--- src/rtl/mac_pkg.sv ---
// Shared definitions for the MAC back end: chunk width, sequencer states
// and a helper sizing the chunk index.
package mac_pkg;

    localparam int CHUNK_W = 6;

    typedef enum logic [1:0] {
        IDLE = 2'd0,
        RUN  = 2'd1,
        DONE = 2'd2
    } state_e;

    function automatic int idx_w(input int nchunk);
        int w;
        w = 1;
        while ((1 << w) < nchunk) w++;
        return w;
    endfunction

endpackage

--- src/rtl/adder_6bit.sv ---
// 6-bit carry-select adder slice: low half ripples, high half is
// precomputed for both carry values and selected by the low carry.
module adder_6bit
    import mac_pkg::*;
(
    input  logic [CHUNK_W-1:0] a,
    input  logic [CHUNK_W-1:0] b,
    input  logic               cin,
    output logic [CHUNK_W-1:0] s,
    output logic               co
);

    localparam int HALF = CHUNK_W / 2;

    logic [HALF:0] lo;
    logic [HALF:0] hi0;
    logic [HALF:0] hi1;
    logic [HALF:0] hi;

    always_comb begin
        lo  = {1'b0, a[HALF-1:0]} + {1'b0, b[HALF-1:0]}
            + {{HALF{1'b0}}, cin};
        hi0 = {1'b0, a[CHUNK_W-1:HALF]} + {1'b0, b[CHUNK_W-1:HALF]};
        hi1 = {1'b0, a[CHUNK_W-1:HALF]} + {1'b0, b[CHUNK_W-1:HALF]}
            + {{HALF{1'b0}}, 1'b1};
        hi  = lo[HALF] ? hi1 : hi0;
        s   = {hi[HALF-1:0], lo[HALF-1:0]};
        co  = hi[HALF];
    end

endmodule

--- src/rtl/adder6_seq_accum.sv ---
// Wide adder/accumulator that reuses one 6-bit slice across all chunks,
// one chunk per cycle, with the inter-chunk carry held in a register.
module adder6_seq_accum
    import mac_pkg::*;
#(
    parameter int WIDTH = 24
) (
    input  logic             clk,
    input  logic             rst,
    input  logic             in_valid,
    output logic             in_ready,
    input  logic [WIDTH-1:0] op_a,
    input  logic [WIDTH-1:0] op_b,
    input  logic             acc_en,
    input  logic             clr_acc,
    output logic             out_valid,
    input  logic             out_ready,
    output logic [WIDTH-1:0] sum,
    output logic             cout,
    output logic             busy
);

    localparam int NCHUNK = WIDTH / CHUNK_W;
    localparam int IDX_W  = idx_w(NCHUNK);

    if ((WIDTH % CHUNK_W) != 0 || WIDTH < CHUNK_W) begin : g_bad_width
        $error("adder6_seq_accum: WIDTH must be a non-zero multiple of 6");
    end

    state_e             state_q, state_d;
    logic [IDX_W-1:0]   idx_q, idx_d;
    logic               carry_q, carry_d;
    logic               mode_q, mode_d;
    logic [WIDTH-1:0]   a_q, a_d;
    logic [WIDTH-1:0]   b_q, b_d;
    logic [WIDTH-1:0]   res_q, res_d;
    logic [WIDTH-1:0]   acc_q, acc_d;
    logic [WIDTH-1:0]   sum_q, sum_d;
    logic               cout_q, cout_d;

    logic [CHUNK_W-1:0] a_chunk;
    logic [CHUNK_W-1:0] b_chunk;
    logic [CHUNK_W-1:0] s_chunk;
    logic               s_co;
    logic [WIDTH-1:0]   res_ins;
    logic               last;

    adder_6bit u_slice (
        .a   (a_chunk),
        .b   (b_chunk),
        .cin (carry_q),
        .s   (s_chunk),
        .co  (s_co)
    );

    always_comb begin
        a_chunk = '0;
        b_chunk = '0;
        res_ins = res_q;
        for (int i = 0; i < NCHUNK; i++) begin
            if (idx_q == IDX_W'(i)) begin
                a_chunk = a_q[i*CHUNK_W +: CHUNK_W];
                b_chunk = b_q[i*CHUNK_W +: CHUNK_W];
                res_ins[i*CHUNK_W +: CHUNK_W] = s_chunk;
            end
        end
        last = (idx_q == IDX_W'(NCHUNK - 1));
    end

    always_comb begin
        state_d = state_q;
        idx_d   = idx_q;
        carry_d = carry_q;
        mode_d  = mode_q;
        a_d     = a_q;
        b_d     = b_q;
        res_d   = res_q;
        acc_d   = acc_q;
        sum_d   = sum_q;
        cout_d  = cout_q;
        unique case (state_q)
            IDLE: begin
                if (clr_acc) acc_d = '0;
                if (in_valid) begin
                    // A clear alongside an accumulate makes B zero.
                    a_d     = op_a;
                    b_d     = acc_en ? (clr_acc ? '0 : acc_q) : op_b;
                    mode_d  = acc_en;
                    idx_d   = '0;
                    carry_d = 1'b0;
                    state_d = RUN;
                end
            end
            RUN: begin
                res_d   = res_ins;
                carry_d = s_co;
                idx_d   = idx_q + 1'b1;
                if (last) begin
                    idx_d   = '0;
                    cout_d  = s_co;
                    sum_d   = res_ins;
                    state_d = DONE;
                    if (mode_q) acc_d = res_ins;
                end
            end
            DONE: begin
                if (out_ready) state_d = IDLE;
            end
            default: state_d = IDLE;
        endcase
    end

    always_ff @(posedge clk) begin
        if (rst) begin
            state_q <= IDLE;
            idx_q   <= '0;
            carry_q <= 1'b0;
            mode_q  <= 1'b0;
            a_q     <= '0;
            b_q     <= '0;
            res_q   <= '0;
            acc_q   <= '0;
            sum_q   <= '0;
            cout_q  <= 1'b0;
        end else begin
            state_q <= state_d;
            idx_q   <= idx_d;
            carry_q <= carry_d;
            mode_q  <= mode_d;
            a_q     <= a_d;
            b_q     <= b_d;
            res_q   <= res_d;
            acc_q   <= acc_d;
            sum_q   <= sum_d;
            cout_q  <= cout_d;
        end
    end

    assign in_ready  = (state_q == IDLE);
    assign out_valid = (state_q == DONE);
    assign busy      = (state_q == RUN) || (state_q == DONE);
    assign sum       = sum_q;
    assign cout      = cout_q;

endmodule
--- config.mk ---
export PLATFORM = sky130hd
export DESIGN_NAME = adder6_seq_accum
export DESIGN_NICKNAME = d
export VERILOG_FILES = /design/src/rtl/mac_pkg.sv /design/src/rtl/adder_6bit.sv /design/src/rtl/adder6_seq_accum.sv
export SDC_FILE = /design/constraint.sdc
export NUM_CORES = 1
export LEC_CHECK = 0
export ABC_AREA = 0
export ABC_CLOCK_PERIOD_IN_PS = 3900
export CAP_MARGIN = 40
export CORE_ASPECT_RATIO = 1.75
export CORE_MARGIN = 3
export CORE_UTILIZATION = 30
export DETAILED_ROUTE_END_ITERATION = 8
export HOLD_SLACK_MARGIN = 0.15
export MAX_ROUTING_LAYER = met4
export PLACE_DENSITY_LB_ADDON = 0.15
export SYNTH_ARGS = -nofsm -noshare
export SYNTH_HDL_FRONTEND = slang
export SYNTH_SLANG_ARGS = --single-unit
--- constraint.sdc ---
create_clock -name clk -period 3.9 [get_ports clk]
set_input_delay 0.78 -clock clk [delete_from_list [all_inputs] [get_ports clk]]
set_output_delay 0.78 -clock clk [all_outputs]
set_load 0.02 [all_outputs]
==> summary.md <==
| Metric | Value |
|---|---|
| Sequential area share after synthesis | 0.425 |
| CP arrival | 3.82 ns |
| Final GP Congestion | 0.878 |
| Commonest cells after routing, fill and taps aside | nand2_1, dfxtp_1, clkdlybuf4s50_1, a21oi_1, nor2_1 |
| Final non-filler cell total | 1028 |
| # DRC | 0 |
| Worst Max-Slew Pin Slew | 0.777 ns |
| Worst-path cell chain | inv_1 -> ha_1 -> nand3b_1 -> a21oi_1 -> a21oi_1 -> o21ai_0 -> ha_1 -> fa_1 -> ha_1 -> o21ai_1 -> or3_1 -> a31oi_4 -> a211oi_2 |
| GRT Overall Usage | 0.180 |
| Vias in the first global route | 5283 |
| Initial Util | 0.310 |
| Final setup TNS | 0 ns |
| Seq cells post-synth | 124 |
| Buffers on Ports | 81 |
| Max_cap viols | 0 |
| Crit Path Class | reg -> reg |
| Layout cell share with drive strength beyond 1 | 0.0835 |
| Synth-to-layout area growth | 27.4% |
| Ys flop type | dfxtp_1 |
| Worst-path cell with the longest stage delay | fa_1 |
| Buffers and inverters on the worst path | 1 |
| Chip width | 111 µm |
| RSZ-0062 raised after global routing | false |
| Yosys top cell by area | dfxtp_1 |
| CP endpoint kind | register |
| N_diodes | 0 |
| Skew-Pair Late Insertion Delay | 0.43 ns |
| Top-area cell type share of the netlist area | 0.425 |
| Setup crit start kind | register |
| Final HPWL DP | 13600 µm |
| Number of flops mapped to enable cells by yosys | 0 |
| Die outline height | 191 µm |
| Num Clock Sinks | 124 |
| Num CTS Buffers | 17 |
| Die area | 0.0212 mm² |
| TritonCTS clock tree | built |
| Cell row count | 66 |
| # resized after CTS | 0 |
| DR iter-0 viols | 302 |
| Largest net degree at the start of global routing | 73 |
| Worst min path class | reg -> reg |
| Crit path required time | 4.20 ns |
| Hold Fails Final Rpt | 0 |
| Gr ovfl total | 0 |
| Dominant cells by area after synthesis | dfxtp_1, nand2_1, a21oi_1, nor2_1, o221ai_1 |
| Critical Path Most Common Cell | ha_1 |
| Power density cells | 516 mW/mm² |
| Syn avg cell area | 8.12 µm² |
| Tcrit/Tclk final | 0.903 |
| Yosys cell types | 51 |
| Clock transition at path regs | 0.06 ns |
| Setup Fix Bufs, Post-CTS | 0 |
| Fin nets | 847 |
| Status | finished, final reports clean |
| Pwr Total | 3.83 mW |
| Placed Cells | 996 |
| Max_slew headroom | 0.481 |
| Endpoints failing setup | 0 |
| Bufs on Longest Clock Path | 2 |
| # IOs | 82 |
| Leakage | 2.67 nW |
| DRT antenna net count | 0 |
| Final min period | 3.52 ns |
| First-pass GRT wire length | 28800 µm |
| Async set-reset flop share out of synthesis | 0 |
| Hold_buf cts | 0 |
| Worst Skew | 0.0117 ns |
| Total wire length | 18400 µm |
| Max Slew Vio Count | 0 |
| H-Tree Depth | 4 |
| FMAX | 0.284 GHz |
| Wire length per cell | 17.9 µm |
| Via/cell ratio | 5.15 |
| Via count | 5291 |
| Max Fanout on Critical Path | 15 |
| Gate Count Post-Synth | 719 |
| Yosys warns | 0 |
| Initial antenna violation count | 0 |
| CP max stage delay | 0.59 ns |
| Net count after synthesis | 789 |
| Commonest non-fill, non-tap cell in the layout | nand2_1 |
| DRT Pass-1 Iters | 6 |
| Post-synth design cell area | 0.00584 mm² |
| CTS Root Cell | clkbuf_16 |
| Critical path's top delay family | adder cells |
| Peak supply drop | 0.220 mV |
| Core Area | 0.0188 mm² |
final timing paths:
path	slack, ns	depth (start not counted)	from	endpoint
hold reg to reg	0.45	2	res_q[11]	res_q[11]
setup reg to reg	0.38	13	idx_q[1]	sum[11]
hold / removal	0.45	2	res_q[11]	res_q[11]
setup / recovery	0.38	13	idx_q[1]	sum[11]
through the flow:
stage / setup slack [ns] / utilization / cell area [µm²] / hold WS (ns)
CTS: 0.395 / 0.395 / 7430 / 0.451
floorplan: 0.712 / - / 5840 / 0.425
finish: 0.378 / 0.395 / 7430 / 0.454
detailed placement: 0.389 / 0.363 / 6830 / 0.442
global route: 0.156 / 0.395 / 7430 / 0.475
global placement: 0.499 / 0.361 / 6800 / 0.439
metal layers:
layer | share of wire | track usage | wire (µm)
met1 | 0.39 | 0.190 | 7160
met4 | 0.032 | 0.0792 | 584
met5 | 0 | - | 0
met3 | 0.032 | 0.0327 | 595
met2 | 0.55 | 0.325 | 10000
where the power goes:
part           total, mW  leakage [nW]  switching, mW  internal, mW
sequential          1.41          1.01         0.0579          1.35
clock               1.64         0.290          0.671         0.965
combinational      0.784          1.37          0.485         0.299
Yosys cell counts (4+ instances only):
cell type	number
a211oi_1	16
a211oi_2	6
a21o_1	5
a21oi_1	78
a22oi_1	4
a2bb2oi_1	7
a311o_1	4
a311oi_1	8
a31oi_1	7
buf_1	10
buf_2	24
clkbuf_1	24
dfxtp_1	124
ha_1	13
inv_1	30
mux2i_1	11
nand2_1	129
nand2b_1	6
nand3_1	6
nand3b_1	14
nand4_1	8
nor2_1	72
nor2b_1	11
o21ai_0	34
o21ai_1	7
o221ai_1	22
registers in the layout, summed over array words and instances (netlist names):
name / count
carry_q: 1
cout: 1
sum: 24
a_q: 24
mode_q: 1
state_q: 2
b_q: 24
res_q: 21
acc_q: 24
idx_q: 2
logic make-up after synthesis:
group,Yosys count,synth area share
compound gates,215,0.253
simple gates,262,0.198
mux,11,0.0189
flops,124,0.425
buf+inv,89,0.0637
xor+xnor,2,0.00300
fa+ha+maj,16,0.0382
worst reg2reg max path: cells and delay by family (launching register included):
kind | cells | cell delay [ns]
adder cells (fa/ha/maj) | 4 | 1.48
buffers and inverters | 1 | 0.08
flip-flops | 1 | 0.33
AND/OR/NAND/NOR | 2 | 0.70
AO/OA/AOI/OAI | 6 | 0.79
area by class of cell:
class	count	area, µm²
fillers	1943	11400
multi-input cells	506	2980
flip-flops and latches	124	2480
repair buffers	98	956
clock buffers	17	425
well taps	238	298
clock inverters	15	176
inverters	30	113
(Power assumes the default switching activity.)
